===== src/rtl/word_stack.sv =====
// Word-wide LIFO stack for the stack calculator datapath.
// One operation per clock from mode; tos/nos feed the ALU directly from registers.
module word_stack #(
    parameter int WIDTH = 8,
    parameter int DEPTH = 8
) (
    input  logic                         clk,
    input  logic                         rst_n,
    input  logic [WIDTH-1:0]             d,
    input  logic [2:0]                   mode,
    output logic [WIDTH-1:0]             tos,
    output logic [WIDTH-1:0]             nos,
    output logic [$clog2(DEPTH+1)-1:0]   depth,
    output logic                         empty,
    output logic                         full,
    output logic                         err
);

    localparam int DW = $clog2(DEPTH + 1);

    typedef enum logic [2:0] {
        OP_IDLE  = 3'b000,
        OP_PUSH  = 3'b001,
        OP_POP   = 3'b010,
        OP_SWAP  = 3'b011,
        OP_RESET = 3'b100,
        OP_DUP   = 3'b101,
        OP_OVER  = 3'b110,
        OP_ROT   = 3'b111
    } op_e;

    op_e             op;
    logic [WIDTH-1:0] s      [DEPTH];
    logic [WIDTH-1:0] s_next [DEPTH];
    logic [DW-1:0]    depth_next;
    logic             err_next;
    logic             push_en;
    logic [WIDTH-1:0] push_word;
    logic             has1;
    logic             has2;
    logic             has3;

    assign op    = op_e'(mode);
    assign empty = (depth == '0);
    assign full  = (depth == DW'(DEPTH));
    assign has1  = (depth >= DW'(1));
    assign has2  = (depth >= DW'(2));
    assign has3  = (depth >= DW'(3));
    assign tos   = s[0];
    assign nos   = s[1];

    // PUSH, DUP and OVER share one shift-down path; only the pushed word differs.
    always_comb begin
        s_next     = s;
        depth_next = depth;
        err_next   = err;
        push_en    = 1'b0;
        push_word  = '0;

        case (op)
            OP_PUSH: begin
                if (!full) begin
                    push_en   = 1'b1;
                    push_word = d;
                end else begin
                    err_next = 1'b1;
                end
            end
            OP_POP: begin
                if (has1) begin
                    for (int i = 0; i < DEPTH - 1; i++) begin
                        s_next[i] = s[i+1];
                    end
                    s_next[DEPTH-1] = '0;
                    depth_next      = depth - DW'(1);
                end else begin
                    err_next = 1'b1;
                end
            end
            OP_SWAP: begin
                if (has2) begin
                    s_next[0] = s[1];
                    s_next[1] = s[0];
                end else begin
                    err_next = 1'b1;
                end
            end
            OP_RESET: begin
                for (int i = 0; i < DEPTH; i++) begin
                    s_next[i] = '0;
                end
                depth_next = '0;
                err_next   = 1'b0;
            end
            OP_DUP: begin
                if (has1 && !full) begin
                    push_en   = 1'b1;
                    push_word = s[0];
                end else begin
                    err_next = 1'b1;
                end
            end
            OP_OVER: begin
                if (has2 && !full) begin
                    push_en   = 1'b1;
                    push_word = s[1];
                end else begin
                    err_next = 1'b1;
                end
            end
            OP_ROT: begin
                if (has3) begin
                    s_next[0] = s[2];
                    s_next[1] = s[0];
                    s_next[2] = s[1];
                end else begin
                    err_next = 1'b1;
                end
            end
            default: begin
            end
        endcase

        if (push_en) begin
            for (int i = 1; i < DEPTH; i++) begin
                s_next[i] = s[i-1];
            end
            s_next[0]  = push_word;
            depth_next = depth + DW'(1);
        end
    end

    always_ff @(posedge clk or negedge rst_n) begin
        if (!rst_n) begin
            for (int i = 0; i < DEPTH; i++) begin
                s[i] <= '0;
            end
            depth <= '0;
            err   <= 1'b0;
        end else begin
            for (int i = 0; i < DEPTH; i++) begin
                s[i] <= s_next[i];
            end
            depth <= depth_next;
            err   <= err_next;
        end
    end

endmodule


===== config.mk =====
export PLATFORM = sky130hd
export DESIGN_NAME = word_stack
export DESIGN_NICKNAME = d
export VERILOG_FILES = /design/src/rtl/word_stack.sv
export SDC_FILE = /design/constraint.sdc
export NUM_CORES = 1
export LEC_CHECK = 0
export CORE_MARGIN = 1.5
export CORE_UTILIZATION = 40
export CTS_CLUSTER_DIAMETER = 50
export DETAILED_ROUTE_END_ITERATION = 8
export MAX_ROUTING_LAYER = met4
export PLACE_DENSITY = 0.71
export SYNTH_ARGS = -nofsm -noshare
export SYNTH_HDL_FRONTEND = slang
export SYNTH_SLANG_ARGS = --single-unit

===== constraint.sdc =====
create_clock -name clk -period 3.5 [get_ports clk]
set_input_delay 0.35 -clock clk [delete_from_list [all_inputs] [get_ports clk]]
set_output_delay 0.35 -clock clk [all_outputs]
set_load 0.02 [all_outputs]

### After elaboration in Yosys (flattened, before gate mapping)

Cells that the tools add are included.

| word-level totals | value |
|---|---|
| logic and storage cells | 71 |
| bits in registers | 69 |
| input bits | 13 |
| output and inout bits | 23 |

| operators by class | value |
|---|---|
| reduce and logical (&&, ||, !) cells | 13 |
| add/subtract/negate cells | 2 |
| equal/unequal tests | 18 |
| magnitude comparators | 3 |
| mux-type cells | 25 |

Operators with widths:

| kind | number |
|---|---|
| 64-bit two-way mux | 2 |
| 40-bit one-hot mux with 2 select lines | 1 |
| 16-bit one-hot mux with 4 select lines | 1 |
| 8-bit one-hot mux with 3 select lines | 2 |
| 24-bit two-way mux | 1 |
| 8-bit two-way mux | 3 |
| 16-bit two-way mux | 1 |
| 3-bit equality test (second input constant) | 4 |
| 2-bit inequality test (second input constant) | 6 |
| 3-bit inequality test (second input constant) | 4 |
| 1-bit two-way mux | 9 |
| 4-bit by 2-bit greater-or-equal comparator with 1-bit output (second input constant) | 2 |
| 4-bit two-way mux | 2 |
| 4-bit one-hot mux with 2 select lines | 1 |
| 1-bit one-hot mux with 7 select lines | 1 |
| 7-bit AND reduction | 1 |
| 7-bit nonzero test | 1 |
| 3-bit by 2-bit equality test with 1-bit output (second input constant) | 2 |
| 5-bit AND reduction | 1 |
| 5-bit nonzero test | 1 |
| 4-bit by 1-bit adder with 4-bit output (second input constant) | 1 |
| 4-bit equality test (second input constant) | 1 |
| 4-bit by 1-bit greater-or-equal comparator with 1-bit output (second input constant) | 1 |
| 4-bit zero test | 1 |
| 10 further kinds | 11 |

### Logic depth before layout (Yosys ltp)

| depth | value |
|---|---|
| depth after elaboration | 7 |
| depth in mapped cells | 11 |
| mapped depth without buffers | 8 |

### Worst setup path before layout

OpenSTA, ideal clock, no wires.

| path | value |
|---|---|
| path kind | reg-to-reg |
| start | reg depth[0] |
| end | reg s (netlist bit tos[0]) |
| required time | 3.379 ns |
| arrival time | 2.247 ns |
| setup time | 0.121 ns |
| clock period less this slack | 2.368 ns |
| cell stages (with the launch flop) | 11 |
| path slack | 1.132 ns |
| buffers on the path | 2 |
| cells stage by stage | dfrtp_1 > inv_1 > ha_1 > nand3b_1 > inv_1 > or3_1 > clkbuf_1 > o21ai_2 > clkbuf_1 > a21oi_1 > o22a_1 |

| on the way | value |
|---|---|
| cells in the longest elaborated chain, start to end | 7 |
| elaborated cells between the ends (all ways) | 21 |
| classes of those cells | order compare (3); eq/ne (5); mux (8); reduce/logical (5) |

Ends and longest elaborated chain:

| item | RTL line | text |
|---|---|---|
| start, declared | 13 | `output logic [$clog2(DEPTH+1)-1:0] depth,` |
| start signal, assigned | 144 | `depth <= depth_next;` |
| 4-bit equality test * | 45 | `assign full = (depth == DW'(DEPTH));` |
| via full | 15 | `output logic full,` |
| 1-bit zero test | 96, 104 |  |
| 1-bit logical AND, on equally long branches | 104, 96 |  |
| 1-bit two-way mux, on equally long branches | 104, 96 |  |
| 1-bit one-hot mux with 3 select lines | 60 | `case (op)` |
| 3-bit inequality test (no line) / 5-bit nonzero test (equally long branches) | -- |  |
| 5-bit AND reduction (no line) | -- |  |
| end signal, assigned by index | 142 | `s[i] <= s_next[i];` |
| end, declared | 33 | `logic [WIDTH-1:0] s [DEPTH];` |

Mark *: on every way through the listed nets, which the timed path passes. The rest lies on a longest branch.
A chain may end at the register's enable or synchronous reset.

### Final worst setup path

| path | value |
|---|---|
| start | reg depth[0] |
| end | reg depth[2] |

| on the way | value |
|---|---|
| cells in the longest elaborated chain, start to end | 7 |
| elaborated cells between the ends (all ways) | 18 |
| classes of those cells | add/sub (2); order compare (2); eq/ne (2); mux (7); reduce/logical (5) |

Ends and longest elaborated chain:

| item |
|---|
| branches (longest 7 deep; another with 4-bit by 2-bit greater-or-equal comparator with 1-bit output) |

Several ways; the timed one is not identified. The select of a mux whose other input is x is not followed.

==> summary.md <==
| Metric | Value |
|---|---|
| Crit-path cells | `inv_1, ha_1, or4_1, a22oi_4, o21ai_2, a221oi_1, a21oi_1` |
| Worst skew pair latency | `0.35 ns` |
| TritonCTS Buffers | `9` |
| Vias in the first global route | `approximately 3500` |
| Crit path max fanout | `26` |
| Synth unique cells | `47` |
| Compound-Gate Fraction of Synth Area | `a little over a fifth` |
| Top_reg_cell synth | `dfrtp_1` |
| Leak | `1.94 nW` |
| First-pass GRT wire length | `16600 µm` |
| Final period util | `between 80% and 90%` |
| Simple-gate share of the synthesized area | `a little over a quarter` |
| Post-synth EDFFs | `0` |
| Share of cells above drive strength 1 | `between 10% and 20%` |
| Critical path buffer and inverter count | `1` |
| Async set or reset register ratio after synthesis | `100%` |
| Core box area | `approximately 0.0099 mm²` |
| Achievable Freq | `351 MHz` |
| Initial antenna violation count | `0` |
| Nets | `roughly 490` |
| Adder-Cell Fraction of Synth Area | `under 10%` |
| Fin crit period | `approximately 2.8 ns` |
| Crit path capture type | `register` |
| R2r worst-path depth | `7` |
| Peak VDD IR | `between 400 and 500 µV` |
| Post-route clock skew | `between 0.01 and 0.015 ns` |
| WL/cell | `roughly 16 µm` |
| Yosys warns | `0` |
| Status | `finished, violations left` |
| Post-synthesis cell count | `between 400 and 500` |
| Iter 0 DRT Violations | `about 170` |
| Drt drc | `0` |
| Remaining antenna violation count | `0` |
| Die area | `roughly 0.011 mm²` |
| CP delay by family, top | `compound AO/OA/AOI/OAI gates` |
| Final setup violation count | `0` |
| Post-Synthesis Cell Area | `0.00413 mm²` |
| Endpoints failing hold | `3` |
| Largest stage delay, worst path | `approximately 1.0 ns` |
| Area grow syn2layout | `11.8%` |
| Post-Syn Nets | `~500` |
| Vias | `3493` |
| Worst path slowest cell | `o21ai_2` |
| Final core occ | `a little under half` |
| Xor/xnor cell area share of the yosys netlist | `0%` |
| Drt via density | `between 5 and 6` |
| Area of the multi-input gates | `0.00203 mm²` |
| Most frequent cells in the layout | `dfrtp_1 (69), nor2_1 (68), a21oi_1 (50), nand3_1 (37), clkdlybuf4s50_1 (34)` |
| Worst reg-to-reg setup slack | `between 0.6 and 0.7 ns` |
| Longest Clk Path Bufs | `2` |
| Startpoint types | `register` |
| RR Endpoint | `depth[2]` |
| Maxcap violations | `0` |
| FP Rows | `36` |
| WS Path Type | `register to register` |
| Routability Congestion | `roughly 0.9` |
| Sequential-to-total area share from yosys stat | `a little over two fifths` |
| PwrDens | `around 860 mW/mm²` |
| CTS Root Cell | `clkbuf_8` |
| # clock sinks | `69` |
| Register area | `0.00173 mm²` |
| RSZ-0062 raised after global routing | `false` |
| Worst min path class | `primary input to async pin` |
| CTS clk-pin slew, worst paths | `~0.080 ns` |
| Final hold slack | `-0.00516 ns` |
| Inst Count DP | `596` |
| N_diodes | `0` |
| Die Y | `105 µm` |
| Pin count of the biggest net entering global routing | `between 40 and 50` |
| Hold_buf cts | `0` |
| WP data required | `3.77 ns` |
| WL final | `roughly 9500 µm` |
| DRT Pass-1 Iters | `5` |
| Most common cell after layout, fill and taps aside | `dfrtp_1` |
| WP data arrival | `3.11 ns` |
| Top-Level Pins | `36` |
| Largest family of logic cells by synthesized area | `simple AND/OR/NAND/NOR gates` |
| H-tree depth | `3` |
| Global route overflow | `0` |
| Max-slew violations | `0` |
| Rel. slew slack | `between 10 and 15%` |
| All-Layer GR Usage | `18.9%` |
| Initial Utilization | `between 40% and 50%` |
| Non-filler instance count after layout | `between 600 and 700` |
| Post-synthesis mux area share | `0.242%` |
| TritonCTS clock tree | `done` |
| Reg2reg start | `depth[0]` |
| Width of the die | `around 100 µm` |
| HPWL Detailed | `roughly 6500 µm` |
| Post-CTS Resized | `0` |
| Syn_area_per_cell | `slightly below 9 µm²` |
| Setup Fix Bufs, Post-CTS | `0` |
| # fillers | `roughly 980` |
| Failing checks | `negative hold slack` |
| Tightest Pin Transition | `between 1 and 1.5 ns` |
| Setup_tns | `0 ns` |
| Input/output buffers | `35` |
| Synth Register Bits | `69` |
metrics by stage:
stage                     hold WS [ns]  total power [mW]  worst slack (ns)  area [µm²]
after global routing            0.0370              4.28             0.405        4620
after detailed placement         0.393              3.31             0.632        4420
after global placement           0.385              3.24             0.668        4420
after floorplan                 0.0544              2.87              1.13        4130
after CTS                      0.00493              4.01             0.637        4620
final                         -0.00516              3.99             0.651        4620
where the power goes:
group          internal, mW  leakage (nW)  total [mW]  switching [mW]
Clock                 0.409         0.101       0.700           0.290
Sequential             1.20         0.824        1.62           0.423
Combinational         0.762          1.01        1.67           0.905
Total                  2.37          1.94        3.99            1.62
sequential cells by signal, summed over array words and instances (netlist names):
register / flops
s: 48
tos: 8
depth: 4
nos: 8
err: 1
cells in the mapped netlist, types with 4 or more instances:
cell | count | area [µm²]
o2bb2ai_1 | 9 | 78.8
nor3_1 | 4 | 20.0
clkbuf_1 | 17 | 63.8
o21ai_0 | 19 | 95.1
inv_1 | 13 | 48.8
a21oi_1 | 50 | 250
nor3b_1 | 9 | 67.6
a21o_1 | 9 | 67.6
buf_6 | 5 | 56.3
nor3_2 | 31 | 310
a22oi_1 | 16 | 120
buf_2 | 9 | 45.0
buf_4 | 20 | 150
ha_1 | 5 | 62.6
nor2_1 | 68 | 255
dfrtp_1 | 69 | 1730
nand3_1 | 37 | 185
nand2_1 | 22 | 82.6
o22a_1 | 8 | 70.1
a31oi_1 | 9 | 56.3
metal layers:
layer  track usage, %  vias up  routed length [µm]
met3             2.93       11                 400
li1                 -     1648                   -
met1             24.4     1751                4280
met2             30.2       83                4670
met4             6.56        0                 138
met5                -        -                   0
worst register-to-register path, delay by kind of cell, from the launching register on:
family,cells,cell delay (ns)
compound gates,4,1.62
fa+ha+maj,1,0.19
buf+inv,1,0.17
flops,1,0.44
simple gates,1,0.36
area by class of cell:
cell class	instances	share of cell area (%)
tap	133	3.60
sequential	69	37.4
clock inverter	2	1.30
timing repair buffer	48	9.59
clock buffer	11	3.06
inverter	13	1.06
multi-input combinational	333	44.0
cell families after synthesis:
group,Yosys count
flip-flops,69
buffers and inverters,66
AND/OR/NAND/NOR,193
adder cells (fa/ha/maj),5
AO/OA/AOI/OAI,134
multiplexers,1
worst max-delay path by stage:
| stage | end | slack, ns | start | depth (start not counted) |
|---|---|---|---|---|
| after CTS | depth[2] | 0.64 | depth[0] | 7 |
| final | depth[2] | 0.65 | depth[0] | 7 |
| after detailed placement | depth[2] | 0.63 | mode[1] | 7 |
| after floorplan | tos[0] | 1.13 | depth[0] | 10 |
| after global placement | depth[2] | 0.67 | mode[1] | 7 |
| after global routing | depth[2] | 0.40 | depth[1] | 8 |
Power figures use the tool's default switching activity.
